**config.mk**
```make
export PLATFORM = sky130hd
export DESIGN_NAME = dilithium_byte_packer
export DESIGN_NICKNAME = d
export VERILOG_FILES = /design/src/rtl/dilithium_byte_packer.sv
export SDC_FILE = /design/constraint.sdc
export NUM_CORES = 1
export LEC_CHECK = 0
export CAP_MARGIN = 20
export CORE_UTILIZATION = 35
export CTS_BUF_LIST = sky130_fd_sc_hd__clkbuf_16
export CTS_CLUSTER_SIZE = 24
export DETAILED_ROUTE_END_ITERATION = 10
export PLACE_DENSITY_LB_ADDON = 0.15
export RECOVER_POWER = 50
export SETUP_SLACK_MARGIN = 0.3
export SLEW_MARGIN = 20
export SYNTH_ARGS = -nofsm -noshare
export SYNTH_HDL_FRONTEND = slang
export SYNTH_SLANG_ARGS = --single-unit
```
**constraint.sdc**
```tcl
create_clock -name clk -period 3.7 [get_ports clk]
set_clock_uncertainty 0.1 [all_clocks]
set_input_delay 0.37 -clock clk [delete_from_list [all_inputs] [get_ports clk]]
set_output_delay 0.37 -clock clk [all_outputs]
set_load 0.005 [all_outputs]
```
**src/rtl/dilithium_byte_packer.sv**
```systemverilog
`default_nettype none
// ============================================================================
// Module  : dilithium_byte_packer
// Brief   : Packs a little-endian byte stream into W-bit words (W = 32 or 64)
//           for the Dilithium core input. A short final word is zero-padded.
//           Optional word counter port: define DILITHIUM_PACKER_COUNT_EN.
// Revision: 1.0
// ============================================================================
module dilithium_byte_packer #(
    parameter int W = 64
) (
    input  logic         clk,
    input  logic         rst,
    input  logic         in_valid,
    output logic         in_ready,
    input  logic [7:0]   in_data,
    input  logic         in_last,
    output logic         out_valid,
    input  logic         out_ready,
    output logic [W-1:0] out_data,
    output logic         out_last
`ifdef DILITHIUM_PACKER_COUNT_EN
    ,
    output logic [15:0]  word_count
`endif
);

    localparam int NB = W / 8;
    localparam int IW = $clog2(NB);
    localparam logic [IW-1:0] LAST_IDX = IW'(NB - 1);

    typedef enum logic [0:0] {
        FILL  = 1'b0,
        FLUSH = 1'b1
    } state_t;

    state_t         state_q;
    logic [W-1:0]   acc_q;
    logic [W-1:0]   acc_d;
    logic [IW-1:0]  idx_q;
    logic           acc_last_q;
    logic [W-1:0]   out_data_q;
    logic           out_valid_q;
    logic           out_last_q;

    logic           w_out_free;
    logic           w_accept;
    logic           w_complete;

    assign w_out_free = !out_valid_q || out_ready;
    // A held word only blocks the byte that would complete the next one.
    assign in_ready   = (state_q == FILL) && (w_out_free || (idx_q != LAST_IDX));
    assign w_accept   = in_valid && in_ready;
    assign w_complete = (idx_q == LAST_IDX) || in_last;

    always_comb begin
        acc_d = acc_q;
        for (int k = 0; k < NB; k++) begin
            if (idx_q == IW'(k)) begin
                acc_d[8*k +: 8] = in_data;
            end
        end
    end

`ifdef DILITHIUM_PACKER_COUNT_EN
    logic [15:0] word_count_q;
    assign word_count = word_count_q;
`endif

    always_ff @(posedge clk or negedge rst) begin
        if (!rst) begin
            state_q     <= FILL;
            acc_q       <= '0;
            idx_q       <= '0;
            acc_last_q  <= 1'b0;
            out_data_q  <= '0;
            out_valid_q <= 1'b0;
            out_last_q  <= 1'b0;
`ifdef DILITHIUM_PACKER_COUNT_EN
            word_count_q <= '0;
`endif
        end else begin
            // Consume drops valid unless a load below overrides it.
            if (out_valid_q && out_ready) begin
                out_valid_q <= 1'b0;
            end
`ifdef DILITHIUM_PACKER_COUNT_EN
            if (out_valid_q && out_ready) begin
                word_count_q <= word_count_q + 16'd1;
            end
`endif
            case (state_q)
                FILL: begin
                    if (w_accept) begin
                        if (w_complete && w_out_free) begin
                            out_data_q  <= acc_d;
                            out_last_q  <= in_last;
                            out_valid_q <= 1'b1;
                            acc_q       <= '0;
                            idx_q       <= '0;
                            acc_last_q  <= 1'b0;
                        end else if (w_complete) begin
                            acc_q      <= acc_d;
                            acc_last_q <= 1'b1;
                            state_q    <= FLUSH;
                        end else begin
                            acc_q <= acc_d;
                            idx_q <= idx_q + IW'(1);
                        end
                    end
                end
                FLUSH: begin
                    if (w_out_free) begin
                        out_data_q  <= acc_q;
                        out_last_q  <= acc_last_q;
                        out_valid_q <= 1'b1;
                        acc_q       <= '0;
                        idx_q       <= '0;
                        acc_last_q  <= 1'b0;
                        state_q     <= FILL;
                    end
                end
                default: begin
                    state_q <= FILL;
                end
            endcase
        end
    end

    assign out_valid = out_valid_q;
    assign out_data  = out_data_q;
    assign out_last  = out_last_q;

endmodule
`default_nettype wire

```
==> impl_metrics.ini <==
[global_route]
grt_pass1_wl_um = 21200
grt_pass1_vias = 3925
grt.total_usage_pct = 16.8
largest_net_degree_at_the_start_of_global_routing = 83
grt_antenna_before_repair = 0
grt-ovfl-total = 0

[sta]
portion_of_the_clock_cycle_consumed_by_the_worst_path_in_the_final_layout_pct = 68.6
fmax_mhz = 394
final-setup-viol-count = 0
worst_hold_slack_ns = 0.369
timing.final.max_slew_violations = 0
relative_slew_slack_pct = 1.99
fin_crit_ns = 2.54
worst_slew_pin_slew_ns = 1.47
timing_hold_violations_final = 0
grt_setup_unrepaired = no
setup-tns-final_ns = 0

[clocking]
cts_post_setup_buffers_inserted = 0
clock-root-buffer = clkbuf_16
cts_htree_levels = 4
cts-root-to-sink-buffers = 2
worstSkewPairLatency_ns = 0.42
clk_transition_reported_paths_ns = 0.05
tritoncts = done
post_cts_sizing_count = 0
cts_made_buffers = 17
tritoncts_num_sinks = 135
post_cts_hold_buffer_count = 1

[floorplanning]
initial_utilization_pct = 36.2
die_area_um2 = 17100
horizontal_die_dimension_um = 131
top_level_ports = 80
floorplan.die.height_um = 131
row_count = 46
std_cell_core_area_um2 = 16100

[detailed_routing]
wl_um = 13200
drt-initial-drc-count = 208
viasPerCell = 4.91
count_of_nets_left_with_antenna_violations_after_detail_routing = 0
dr_total_vias = 3893
drtPass1Iterations = 4
detail_route.wl_per_cell_um = 16.6
drc = 0

[finish]
antenna-diode-count = 0
layout.cells.non_filler = 793
drive_gt1_share_pct = 7.97
design_area_um2 = 7370
design.final.nets = 583
area_delta_synth_final_pct = 26.7

[yosys]
area_share_of_the_largest_cell_type_after_synthesis_pct = 58.1
ys_seq_area_share_pct = 58.1
synthDistinctLibCells = 33
synth_area_leader_cell = dfrtp_1
synth.top_cells.by_area = dfrtp_1 58%, mux2i_1 11%, a22o_1 8.4%, o21ai_0 5.2%, nand2_1 4.4%
yosys_warnings = 0
synth_area_per_cell_um2 = 11.8
synthCells = 494
net_count_of_the_mapped_netlist = 513
yosys_register_bits = 135
mappedNetlistArea_um2 = 5810

[power]
power_density_nw_per_um2 = 611
power.static_leakage_nw = 3.63
vdd_drop_max_mv = 0.341

[setup_path]
crit_path_max_fanout = 7
crit_arrival_ns = 2.07
cpMostUsedCell = ha_1
critical_path_class = flop to output port
crit_chain = ha_1, ha_1, a21oi_1, clkdlybuf4s50_1
critPathTopFamily = buffers and inverters
buffering_stage_count_on_the_worst_path_with_inverters_included = 1
worstSetupEndpointType = output port
setup.worst_path.start = idx_q[0]$_DFFE_PN0P_
timing.critical_path.required_ns = 3.23
start_kind = flop
critical_path.max_stage_delay_ns = 0.53
critical_path.slowest_cell = clkdlybuf4s50_1
r2r_start = idx_q[2]$_DFFE_PN0P_

[hold_path]
hold_start = out_data[16]$_DFFE_PN0P_
hp-class = flop to flop

[outcome]
status = finished, final reports clean

[placement]
dpl-instance-area_um2 = 6760
buffers_added_on_ports = 79
dp.final_hpwl_um = 8350
numPlacedInstances = 760
globalplace.congestion = 0.786

[run]
max_cap_violations = 0
[kinds of logic (layout without fill, tap and decap cells)]
family                   count (synthesis)  after routing  synth area share [%]
AO/OA/AOI/OAI                          142            142                  17.6
adder cells (fa/ha/maj)                  6              6                  1.29
buffers and inverters                   37            120                  2.99
flip-flops                             135            135                  58.1
multiplexers                            65             65                  11.2
AND/OR/NAND/NOR                        109            109                  8.76
[report_power, final]
group / switching [mW] / internal, mW / total (mW)
Combinational: 0.456 / 0.486 / 0.942
Sequential: 0.145 / 1.72 / 1.87
Clock: 0.589 / 1.11 / 1.69
[state kept, by name, indices dropped and copies added (netlist names)]
name        cells
out_last        1
out_valid       1
acc_q          64
out_data       64
idx_q           3
acc_last_q      1
state_q         1
[worst reg2reg max path: cells and delay by family, from the launching register on]
| kind | cells | cell delay, ns |
|---|---|---|
| mux | 1 | 0.28 |
| flops | 1 | 0.57 |
| fa+ha+maj | 1 | 0.36 |
| compound gates | 1 | 0.11 |
| simple gates | 1 | 0.89 |
[cell usage in the layout, fill, tap and decap left out, types with 4 or more instances in the layout]
cell type        instances
ha_1                     6
and2_1                  11
clkbuf_16               17
nand2_1                 68
bufinv_16                4
mux2i_1                 65
nor2b_1                  6
inv_1                    9
dfrtp_1                135
o21ai_1                  8
a22o_1                  56
clkdlybuf4s50_1         48
dlygate4sd3_1           31
nor2_1                   9
o21ai_0                 60
clkinv_2                 4
o21ai_4                  8
[through the flow]
step / setup WS [ns] / utilization, % / total power [mW]
global route: 0.986 / 45.9 / 4.76
detailed placement: 1.08 / 42.1 / 2.88
CTS: 1.14 / 45.9 / 4.61
global placement: 1.15 / 42.1 / 2.86
finish: 1.16 / 45.9 / 4.50
floorplan: 1.62 / - / 2.40
[final timing paths]
kind	end	slack, ns	cells after the start
min	out_data[16]$_DFFE_PN0P_	0.37	2
min in group asynchronous	out_data[63]$_DFFE_PN0P_	0.76	2
max in group asynchronous	out_data[25]$_DFFE_PN0P_	1.67	3
min reg2reg	out_data[16]$_DFFE_PN0P_	0.37	2
max	in_ready	1.16	4
max reg2reg	out_data[63]$_DFFE_PN0P_	1.26	4
[cells in the mapped netlist]
cell type,instances
and3_1,1
and2b_1,1
nand2_4,3
buf_6,1
o21ai_4,7
nor3_1,1
clkbuf_1,17
nand2_2,3
a21oi_4,1
or2_1,2
o22ai_1,1
and2_1,11
or3_1,1
buf_4,4
o41ai_1,1
buf_2,8
nor2_1,9
nor2b_1,6
a21oi_1,3
nand2b_1,2
clkbuf_2,2
nand2_1,68
ha_1,6
a21o_1,1
o21ai_0,60
o21ai_1,9
o21a_1,1
o31ai_1,2
nor2_4,1
inv_1,5
mux2i_1,65
a22o_1,56
dfrtp_1,135
[metal layers]
| layer | global-route usage [%] | wire [µm] |
|---|---|---|
| met5 | 0 | 0 |
| met4 | 6.69 | 99 |
| met3 | 4.60 | 753 |
| met2 | 25.9 | 6120 |
| met1 | 22.5 | 6210 |
[final cells by class]
class                      count  area (µm²)
clock inverter                15         170
clock buffer                  17         425
fill                        1488        8690
inverter                       5        18.8
timing repair buffer          83         831
sequential                   135        3380
tap                          216         270
multi-input combinational    322        2270
Power figures use the tool's default switching activity.
